===== config.mk =====
export PLATFORM = sky130hd
export DESIGN_NAME = drink_multi
export DESIGN_NICKNAME = d
export VERILOG_FILES = /design/src/rtl/drink_multi_pkg.sv /design/src/rtl/drink_multi_troco_serial.sv /design/src/rtl/drink_multi.sv
export SDC_FILE = /design/constraint.sdc
export NUM_CORES = 1
export LEC_CHECK = 0
export CAP_MARGIN = 20
export CORE_ASPECT_RATIO = 0.5
export CORE_MARGIN = 2
export CORE_UTILIZATION = 53
export DETAILED_ROUTE_END_ITERATION = 8
export HOLD_SLACK_MARGIN = 0.06
export PLACE_DENSITY = 0.81
export RECOVER_POWER = 100
export SYNTH_ARGS = -nofsm -noshare
export SYNTH_HDL_FRONTEND = slang
export SYNTH_SLANG_ARGS = --single-unit

===== constraint.sdc =====
create_clock -name clk -period 3.6 [get_ports clk]
set_clock_uncertainty 0.15 [all_clocks]
set_input_delay 0.9 -clock clk [delete_from_list [all_inputs] [get_ports clk]]
set_output_delay 0.9 -clock clk [all_outputs]
set_load 0.01 [all_outputs]

===== src/rtl/drink_multi_pkg.sv =====
// Shared types and coin decoding for the multi-product drink vending controller.
// One money unit is R$0,50; coin codes map to 1, 2 or 4 units, code 0 is invalid.
package drink_multi_pkg;

  typedef enum logic {
    ST_IDLE  = 1'b0,
    ST_TROCO = 1'b1
  } state_t;

  localparam logic [1:0] COIN_INVALID = 2'd0;
  localparam logic [1:0] COIN_1U      = 2'd1;
  localparam logic [1:0] COIN_2U      = 2'd2;
  localparam logic [1:0] COIN_4U      = 2'd3;
  localparam int         COIN_UNIT_W  = 3;

  function automatic logic [COIN_UNIT_W-1:0] coin_units(input logic [1:0] val);
    case (val)
      COIN_1U: return 3'd1;
      COIN_2U: return 3'd2;
      COIN_4U: return 3'd4;
      default: return 3'd0;
    endcase
  endfunction

endpackage


===== src/rtl/drink_multi_troco_serial.sv =====
// Loadable down-counter that pays change one money unit per cycle.
// While the count is non-zero the hopper receives a pulse each cycle.
module drink_multi_troco_serial #(
  parameter int W = 5
) (
  input  logic         clk,
  input  logic         rst,
  input  logic         i_load,
  input  logic [W-1:0] i_value,
  output logic [W-1:0] o_count,
  output logic         o_pulso,
  output logic         o_busy
);

  logic [W-1:0] r_count;

  always_ff @(posedge clk) begin
    if (rst)
      r_count <= '0;
    else if (i_load)
      r_count <= i_value;
    else if (r_count != '0)
      r_count <= r_count - W'(1);
  end

  assign o_count = r_count;
  assign o_pulso = (r_count != '0);
  assign o_busy  = (r_count != '0);

endmodule


===== src/rtl/drink_multi.sv =====
// Vending controller: N products with price/stock, multi-value coins, cancel/refund,
// and serial change payout through the troco_serial down-counter.
module drink_multi
  import drink_multi_pkg::*;
#(
  parameter int                        N_PROD     = 4,
  parameter int                        OP_W       = 2,
  parameter int                        SALDO_W    = 5,
  parameter logic [N_PROD*SALDO_W-1:0] PRECOS     = {5'd3, 5'd5, 5'd6, 5'd4},
  parameter int                        STOCK_W    = 4,
  parameter int                        STOCK_INIT = 2
) (
  input  logic               clk,
  input  logic               rst,
  input  logic               moeda,
  input  logic [1:0]         moeda_val,
  input  logic [OP_W-1:0]    op,
  input  logic               confirma,
  input  logic               cancela,
  output logic [N_PROD-1:0]  entrega,
  output logic [SALDO_W-1:0] troco,
  output logic               troco_pulso,
  output logic               sinal_devolve,
  output logic [SALDO_W-1:0] saldo,
  output logic               erro,
  output logic               sem_estoque,
  output logic               moeda_rej,
  output logic               ocupado
);

  localparam int OP_N = 2 ** OP_W;

  state_t r_state, w_next_state;

  logic [SALDO_W-1:0] r_saldo, r_troco;
  logic [N_PROD-1:0]  r_entrega;
  logic               r_devolve, r_erro, r_sem, r_rej;

  logic [STOCK_W-1:0] w_stock_ext [OP_N];
  logic [SALDO_W-1:0] w_price_ext [OP_N];
  logic [OP_N-1:0]    w_op_valid;

  logic               w_do_cancel, w_do_sale, w_do_refuse, w_do_coin, w_coin_rej;
  logic [SALDO_W-1:0] w_count;
  logic               w_pulso, w_busy;

  // Select codes beyond N_PROD read as invalid, out-of-stock, zero-price slots.
  generate
    for (genvar gi = 0; gi < OP_N; gi++) begin : g_prod
      if (gi < N_PROD) begin : g_real
        logic [STOCK_W-1:0] r_stock;
        always_ff @(posedge clk) begin
          if (rst)
            r_stock <= STOCK_W'(STOCK_INIT);
          else if (w_do_sale && op == OP_W'(gi))
            r_stock <= r_stock - STOCK_W'(1);
        end
        assign w_stock_ext[gi] = r_stock;
        assign w_price_ext[gi] = PRECOS[gi*SALDO_W +: SALDO_W];
        assign w_op_valid[gi]  = 1'b1;
      end else begin : g_pad
        assign w_stock_ext[gi] = '0;
        assign w_price_ext[gi] = '0;
        assign w_op_valid[gi]  = 1'b0;
      end
    end
  endgenerate

  logic               w_sel_valid, w_stock_empty, w_buy_ok, w_coin_ok;
  logic [SALDO_W-1:0] w_sel_price, w_rem;
  logic [SALDO_W:0]   w_coin_sum;

  assign w_sel_valid   = w_op_valid[op];
  assign w_sel_price   = w_price_ext[op];
  assign w_stock_empty = w_sel_valid && (w_stock_ext[op] == '0);
  assign w_buy_ok      = w_sel_valid && !w_stock_empty && (r_saldo >= w_sel_price);
  assign w_rem         = r_saldo - w_sel_price;
  assign w_coin_sum    = {1'b0, r_saldo} + (SALDO_W+1)'(coin_units(moeda_val));
  assign w_coin_ok     = (moeda_val != COIN_INVALID) && !w_coin_sum[SALDO_W];

  always_ff @(posedge clk) begin
    if (rst)
      r_state <= ST_IDLE;
    else
      r_state <= w_next_state;
  end

  // A cancel with zero credit falls through, so confirma/moeda are still evaluated.
  always_comb begin
    w_next_state = r_state;
    w_do_cancel  = 1'b0;
    w_do_sale    = 1'b0;
    w_do_refuse  = 1'b0;
    w_do_coin    = 1'b0;
    w_coin_rej   = 1'b0;
    case (r_state)
      ST_IDLE: begin
        if (cancela && r_saldo != '0) begin
          w_do_cancel  = 1'b1;
          w_coin_rej   = moeda;
          w_next_state = ST_TROCO;
        end else if (confirma && w_buy_ok) begin
          w_do_sale  = 1'b1;
          w_coin_rej = moeda;
          if (w_rem != '0)
            w_next_state = ST_TROCO;
        end else begin
          w_do_refuse = confirma;
          if (moeda) begin
            w_do_coin  = w_coin_ok;
            w_coin_rej = !w_coin_ok;
          end
        end
      end
      ST_TROCO: begin
        w_coin_rej = moeda;
        if (w_count <= SALDO_W'(1))
          w_next_state = ST_IDLE;
      end
      default: w_next_state = ST_IDLE;
    endcase
  end

  // Credit moves into the change counter on a sale or cancel, so r_saldo drops to zero.
  always_ff @(posedge clk) begin
    if (rst) begin
      r_saldo   <= '0;
      r_troco   <= '0;
      r_entrega <= '0;
      r_devolve <= 1'b0;
      r_erro    <= 1'b0;
      r_sem     <= 1'b0;
      r_rej     <= 1'b0;
    end else begin
      r_entrega <= w_do_sale ? (N_PROD'(1) << op) : '0;
      r_devolve <= w_do_cancel;
      r_erro    <= w_do_refuse;
      r_sem     <= w_do_refuse && w_stock_empty;
      r_rej     <= w_coin_rej;
      if (w_do_cancel) begin
        r_troco <= r_saldo;
        r_saldo <= '0;
      end else if (w_do_sale) begin
        r_troco <= w_rem;
        r_saldo <= '0;
      end else if (w_do_coin) begin
        r_saldo <= w_coin_sum[SALDO_W-1:0];
      end
    end
  end

  drink_multi_troco_serial #(.W(SALDO_W)) u_troco (
    .clk     (clk),
    .rst     (rst),
    .i_load  (w_do_cancel || w_do_sale),
    .i_value (w_do_cancel ? r_saldo : w_rem),
    .o_count (w_count),
    .o_pulso (w_pulso),
    .o_busy  (w_busy)
  );

  assign entrega       = r_entrega;
  assign troco         = r_troco;
  assign troco_pulso   = w_pulso;
  assign sinal_devolve = r_devolve;
  assign saldo         = (r_state == ST_TROCO) ? w_count : r_saldo;
  assign erro          = r_erro;
  assign sem_estoque   = r_sem;
  assign moeda_rej     = r_rej;
  assign ocupado       = w_busy;

endmodule


==> flow_summary.rst <==
.. list-table::
   :header-rows: 1

   * - Metric
     - Value
   * - Pleak
     - 0.00121 µW
   * - Largest net degree at the start of global routing
     - 27
   * - TritonCTS buffer count
     - 5
   * - I/O Buffers
     - 28
   * - CP max FO
     - 4
   * - Share of the yosys chip area belonging to registers
     - 35.3%
   * - # fillers
     - 322
   * - Number of max-cap violations
     - 0
   * - Result of the run
     - finished clean
   * - Kind of capture point of the worst setup path
     - flop
   * - Core area
     - 0.00400 mm²
   * - Worst supply voltage drop on vdd
     - 0.000274 V
   * - Post-synthesis to final-layout area growth
     - 23.3%
   * - Die Height
     - 50.2 µm
   * - Final Hold Vio Count
     - 0
   * - Relative max-transition margin
     - 51.6%
   * - Horizontal die dimension
     - 96.5 µm
   * - Resized cells post-CTS
     - 0
   * - Mapped Cells
     - 261
   * - Fraction of final layout cells with drive strength greater than 1
     - 13.0%
   * - Ys async rst share
     - 0%
   * - Final setup fails
     - 0
   * - ANT nets after route
     - 0
   * - Highest-count cells in the layout ignoring fill and taps
     - 40 x sky130_fd_sc_hd__dfxtp_1, 21 x sky130_fd_sc_hd__a21oi_1, 20 x sky130_fd_sc_hd__inv_1, 20 x sky130_fd_sc_hd__dlygate4sd3_1, 17 x sky130_fd_sc_hd__nor2_1
   * - Overall fraction of global-route tracks in use
     - 24.9%
   * - Actual slew at the worst max-slew pin
     - 0.707 ns
   * - Number of max-slew violations in the final report
     - 0
   * - Detailed Route WL
     - 5.46 mm
   * - Total Die Area
     - 0.00485 mm²
   * - Via count
     - 2090
   * - Total I/O pin count
     - 29
   * - Share of the clock period used by the worst path
     - 95.4%
   * - Placement Rows
     - 16
   * - Starting DRT DRC Count
     - 136
   * - Setup Fix Bufs, Post-CTS
     - 0
   * - CP arrival
     - 3.50 ns
   * - Ratio of routed vias to standard cells
     - 5.92
   * - Final HPWL DP
     - 3.96 mm
   * - Count of hold buffers inserted by post-cts repair
     - 0
   * - Minimum clock period after layout
     - 3.43 ns
   * - Global-route wire length before repair
     - 9.18 mm
   * - Max clock buf depth
     - 2
   * - Worst skew pair latency
     - 0.29 ns
   * - Diode insertion count for antenna repair
     - 0
   * - Number of flip-flops and latches in the synthesized netlist
     - 40
   * - Path class of the lowest-slack min-delay path
     - reg -> reg
   * - Mapped Area
     - 0.00227 mm²
   * - Total power
     - 1500 µW
   * - Final global-route overflow total
     - 0
   * - CTS tree
     - done
   * - Iteration count of the initial detailed-routing pass
     - 5
   * - Most instantiated flip-flop cell in the synthesis netlist
     - sky130_fd_sc_hd__dfxtp_1
   * - WS Path Type
     - in -> reg
   * - Antenna violations before repair
     - 0
   * - DR WL/cell
     - 15.5 µm
   * - # placed instances
     - 344
   * - Setup repair after global routing missed its margin
     - false
   * - Vias in the first global route
     - 2004
   * - Routability-driven placement congestion ratio
     - 0.970
   * - Root buf cell
     - sky130_fd_sc_hd__clkbuf_8
   * - Total power per unit cell area
     - 538 mW/mm²
   * - Number of cells in the finished layout apart from fillers
     - 353
   * - Highest clock rate
     - 291 MHz
   * - Net count after synthesis
     - 285
   * - Launching element type of the critical path
     - input port
   * - Maximum level of the CTS H-tree
     - 2
   * - Setup_tns
     - 0 ns
   * - Clock-pin slew on the worst setup and hold paths
     - 0.08 ns
   * - Synth cell types
     - 49
   * - Initial Utilization
     - 56.6%
   * - YS warnings
     - 0
   * - Clock sink count
     - 40
   * - Post-synth EDFFs
     - 0
   * - Number of nets in the finished design
     - 322
   * - Post-detailed-route DRC marker count
     - 0
   * - Most common cell after layout, fill and taps aside
     - sky130_fd_sc_hd__dfxtp_1
   * - Avg Synthesized Cell Area
     - 8.68 µm²
   * - Endpoint required time on the critical path
     - 3.67 ns
registers in the layout, summed over array words and instances, names as in the netlist:
register               cells
g_prod.g_real.r_stock     16
r_saldo                    5
troco                      5
u_troco.o_count            5
entrega                    4
erro                       1
moeda_rej                  1
r_state                    1
sem_estoque                1
sinal_devolve              1
through the flow:
stage | instance area, µm² | util [%] | hold WS, ns | setup slack (ns)
after detailed placement | 2670 | 66.7 | 0.276 | -0.182
after global placement | 2670 | 66.7 | 0.270 | -0.0457
after global routing | 2790 | 69.8 | 0.308 | 0.0543
final | 2790 | 69.8 | 0.286 | 0.167
after CTS | 2800 | 69.8 | 0.288 | 0.122
after floorplan | 2270 | - | 0.262 | 0.426
worst paths after layout:
kind                               startpoint                     endpoint  slack (ns)  cells after the start
setup reg to reg                   r_saldo[2]                   r_saldo[4]        0.90                      6
hold / removal    g_prod[3].g_real.r_stock[3]  g_prod[3].g_real.r_stock[3]        0.29                      2
hold reg to reg   g_prod[3].g_real.r_stock[3]  g_prod[3].g_real.r_stock[3]        0.29                      2
setup / recovery                 moeda_val[0]                   r_saldo[4]        0.17                      9
final cells by class:
class | count | area, µm² | area share, %
clock buffers | 7 | 96.3 | 3.45
clock inverters | 1 | 30.0 | 1.07
inverters | 20 | 75.1 | 2.69
multi-input cells | 188 | 1340 | 47.8
flip-flops and latches | 40 | 801 | 28.7
well taps | 54 | 67.6 | 2.42
repair buffers | 43 | 389 | 13.9
power breakdown:
| part | total [µW] | internal (µW) | switching (µW) | leakage (µW) |
|---|---|---|---|---|
| clock | 403 | 245 | 158 | 0.0000645 |
| combinational | 548 | 253 | 295 | 0.000821 |
| sequential | 552 | 492 | 60.1 | 0.000325 |
cells by family (layout without fill, tap and decap cells):
kind of cell / count (synthesis) / in the layout / synth area share, %
AND/OR/NAND/NOR: 90 / 90 / 22.0
AO/OA/AOI/OAI: 65 / 65 / 19.3
flip-flops: 40 / 40 / 35.3
buffers and inverters: 33 / 71 / 5.80
adder cells (fa/ha/maj): 15 / 15 / 8.95
multiplexers: 10 / 10 / 5.47
XOR/XNOR: 8 / 8 / 3.09
cell usage after synthesis, types with 8 or more instances:
master / number / area share [%]
sky130_fd_sc_hd__nand2_1: 12 / 2.0
sky130_fd_sc_hd__a21oi_1: 21 / 4.6
sky130_fd_sc_hd__clkbuf_1: 8 / 1.3
sky130_fd_sc_hd__nand3_1: 10 / 2.2
sky130_fd_sc_hd__nor2_1: 17 / 2.8
sky130_fd_sc_hd__mux2_2: 9 / 4.5
sky130_fd_sc_hd__o21ai_0: 10 / 2.2
sky130_fd_sc_hd__ha_1: 13 / 7.2
sky130_fd_sc_hd__inv_1: 20 / 3.3
sky130_fd_sc_hd__nor2b_1: 8 / 2.2
sky130_fd_sc_hd__dfxtp_1: 40 / 35
sky130_fd_sc_hd__nor3_1: 9 / 2.0
worst max-delay path, stage by stage:
cell and delay (ns):
sky130_fd_sc_hd__clkdlybuf4s50_1 0.52, sky130_fd_sc_hd__nand2b_1 0.15, sky130_fd_sc_hd__inv_1 0.05, sky130_fd_sc_hd__ha_1 0.27, sky130_fd_sc_hd__a21o_1 0.21, sky130_fd_sc_hd__a211oi_2 0.24, sky130_fd_sc_hd__or4b_1 0.53, sky130_fd_sc_hd__or4_1 0.50
sky130_fd_sc_hd__a21oi_1 0.14
metal layers:
layer / vias to the layer above / part of all wire [%] / wire length (µm) / GRT usage (%)
met5: - / 0 / 0 / 0
met2: 79 / 45 / 2480 / 39.6
li1: 1021 / - / - / -
met4: 0 / 2.1 / 113 / 10.1
met3: 12 / 6.9 / 379 / 6.01
met1: 978 / 46 / 2490 / 32.6
(Power assumes the default switching activity.)
==> RTL change, RTL diff (same flow settings) <==
Make the reset (`rst`) asynchronous in 4 clocked blocks.
--- a/src/rtl/drink_multi_troco_serial.sv
+++ b/src/rtl/drink_multi_troco_serial.sv
@@ -14,7 +14,7 @@
 
   logic [W-1:0] r_count;
 
-  always_ff @(posedge clk) begin
+  always_ff @(posedge clk or posedge rst) begin
     if (rst)
       r_count <= '0;
     else if (i_load)
--- a/src/rtl/drink_multi.sv
+++ b/src/rtl/drink_multi.sv
@@ -49,7 +49,7 @@
     for (genvar gi = 0; gi < OP_N; gi++) begin : g_prod
       if (gi < N_PROD) begin : g_real
         logic [STOCK_W-1:0] r_stock;
-        always_ff @(posedge clk) begin
+        always_ff @(posedge clk or posedge rst) begin
           if (rst)
             r_stock <= STOCK_W'(STOCK_INIT);
           else if (w_do_sale && op == OP_W'(gi))
@@ -78,7 +78,7 @@
   assign w_coin_sum    = {1'b0, r_saldo} + (SALDO_W+1)'(coin_units(moeda_val));
   assign w_coin_ok     = (moeda_val != COIN_INVALID) && !w_coin_sum[SALDO_W];
 
-  always_ff @(posedge clk) begin
+  always_ff @(posedge clk or posedge rst) begin
     if (rst)
       r_state <= ST_IDLE;
     else
@@ -122,7 +122,7 @@
   end
 
   // Credit moves into the change counter on a sale or cancel, so r_saldo drops to zero.
-  always_ff @(posedge clk) begin
+  always_ff @(posedge clk or posedge rst) begin
     if (rst) begin
       r_saldo   <= '0;
       r_troco   <= '0;
Check against the original RTL: differs if rst is asserted again (counterexample within 4 cycles, from zero or initial values and one cycle with rst high); with rst held inactive, the same outputs for 10 cycles.
==> RTL change against the original RTL <==
Synthesized area is 3.8% higher; sequential cell count stayed put; worst setup slack better by 0.10 ns; routed wire length is 12% lower; fmax is 3.1% higher; critical endpoint is now troco[1]$_DFFE_PP0P_; largest cell class unchanged; final area is 1.8% higher; non-clock buffer count is 5 lower; highest routed layer unchanged; power is 36% higher; die area is 3.6% higher; first-iteration DRC count is 18% lower.
==> RTL change: results (changes against the original RTL) <==
The delay contributed by the slowest stage of the critical path was 0.60 ns (+0.07 ns). The depth of the worst register-to-register path is 5 (-1), and the actual transition at the worst max-transition pin is 0.983 ns (+0.275 ns). The run gives 308 (-10%) as the placed instance count. The family with the most delay on the worst path is buffers and inverters.

The fraction of final layout cells with drive strength greater than 1 was 15.1% (+2.0 points). The flow ran to the end, and the final reports show no timing, DRC or antenna violations. The cell type of the slowest stage on the worst timing path was dlygate4sd3_1. The net count of the finished layout is 282 (-12%). The arrival time reported for the critical path endpoint is 3.35 ns (-0.15 ns), and the share of async-settable or async-resettable flops after synthesis is 100% (+100 points). The routed length on met1 came out at 2.17 mm (-13%).

The tools report the hold path startpoint as troco[3]$_DFFE_PP0P_. For the number of non-filler instances in the completed layout, the log shows 316 (-10%). For the wire length of the first global-routing pass, the log shows 8.18 mm (-11%). The register area share after synthesis was 42.8% (+7.4 points); the slack of the worst reg-to-reg path was 0.50 ns (-0.40 ns). Overall routed net length: 4.78 mm (-12%).

The reg-to-reg startpoint was r_saldo[1]$_DFFE_PP0P_. The logs give 52 (+6.1%) for the distinct cell type count of the synthesized netlist and 21.1% (-3.8 points) for the global router's overall resource usage. The worst slack at placement came out at 0.0696 ns (+0.252 ns).

The hold slack came out at 0.333 ns (+0.0474 ns). The HPWL after detailed placement is 3.59 mm (-9.2%), and the number of instances on the worst hold path is 1 (-1). The power density relative to cell area was 718 mW/mm² (+33%).

For hold timing, the worst endpoint is troco[3]$_DFFE_PP0P_. After synthesis, the cell types taking the most area are dfrtp_1 38%, ha_1 6.9%, a2111oi_4 4.7%.
[RTL change: cell types whose count changed after synthesis, moves of 6 or more]
| cell | unedited run | this run |
|---|---|---|
| dfxtp_1 | 40 | 0 |
| a21oi_1 | 21 | 11 |
| clkbuf_1 | 8 | 2 |
| a31oi_1 | 6 | 0 |
| and3_1 | 6 | 0 |
| xnor2_1 | 5 | 11 |
| dfrtp_1 | 0 | 36 |
| nand3_1 | 10 | 0 |
[RTL change: layout make-up]
class                   instances  area, µm²  share of cell area, %
clock inverters                 1       7.51                  0.264
inverters                      17       63.8                   2.24
repair buffers                 38        358                   12.6
flip-flops and latches         40       1010                   35.4
well taps                      57       71.3                   2.51
clock buffers                   7       86.3                   3.03
multi-input cells             156       1250                   44.0
[RTL change: worst max-delay path by stage]
| stage | from | slack [ns] | endpoint | depth (start not counted) |
|---|---|---|---|---|
| 3_3_place_gp | op[0] | 0.17 | u_troco.o_count[1]$_DFFE_PP0P_ | 10 |
| 6_report | op[0] | 0.27 | troco[1]$_DFFE_PP0P_ | 9 |
| 4_1_cts | op[0] | 0.38 | u_troco.o_count[1]$_DFFE_PP0P_ | 10 |
| 3_5_place_dp | op[0] | 0.07 | u_troco.o_count[1]$_DFFE_PP0P_ | 10 |
| 5_1_grt | op[0] | 0.16 | troco[1]$_DFFE_PP0P_ | 8 |
| 2_1_floorplan | op[0] | 0.36 | u_troco.o_count[1]$_DFFE_PP0P_ | 8 |
[RTL change: cells by family (layout without fill, tap and decap cells)]
family	count (synthesis)	after routing	synth area share, %
buffers and inverters	21	63	3.56
AOI/OAI and AO/OA	47	47	18.9
xor gates and xnor gates	16	16	5.96
and+or+nand+nor	66	66	14.3
DFF	40	40	42.8
muxes	12	12	5.96
adders and majority gates	15	15	8.62
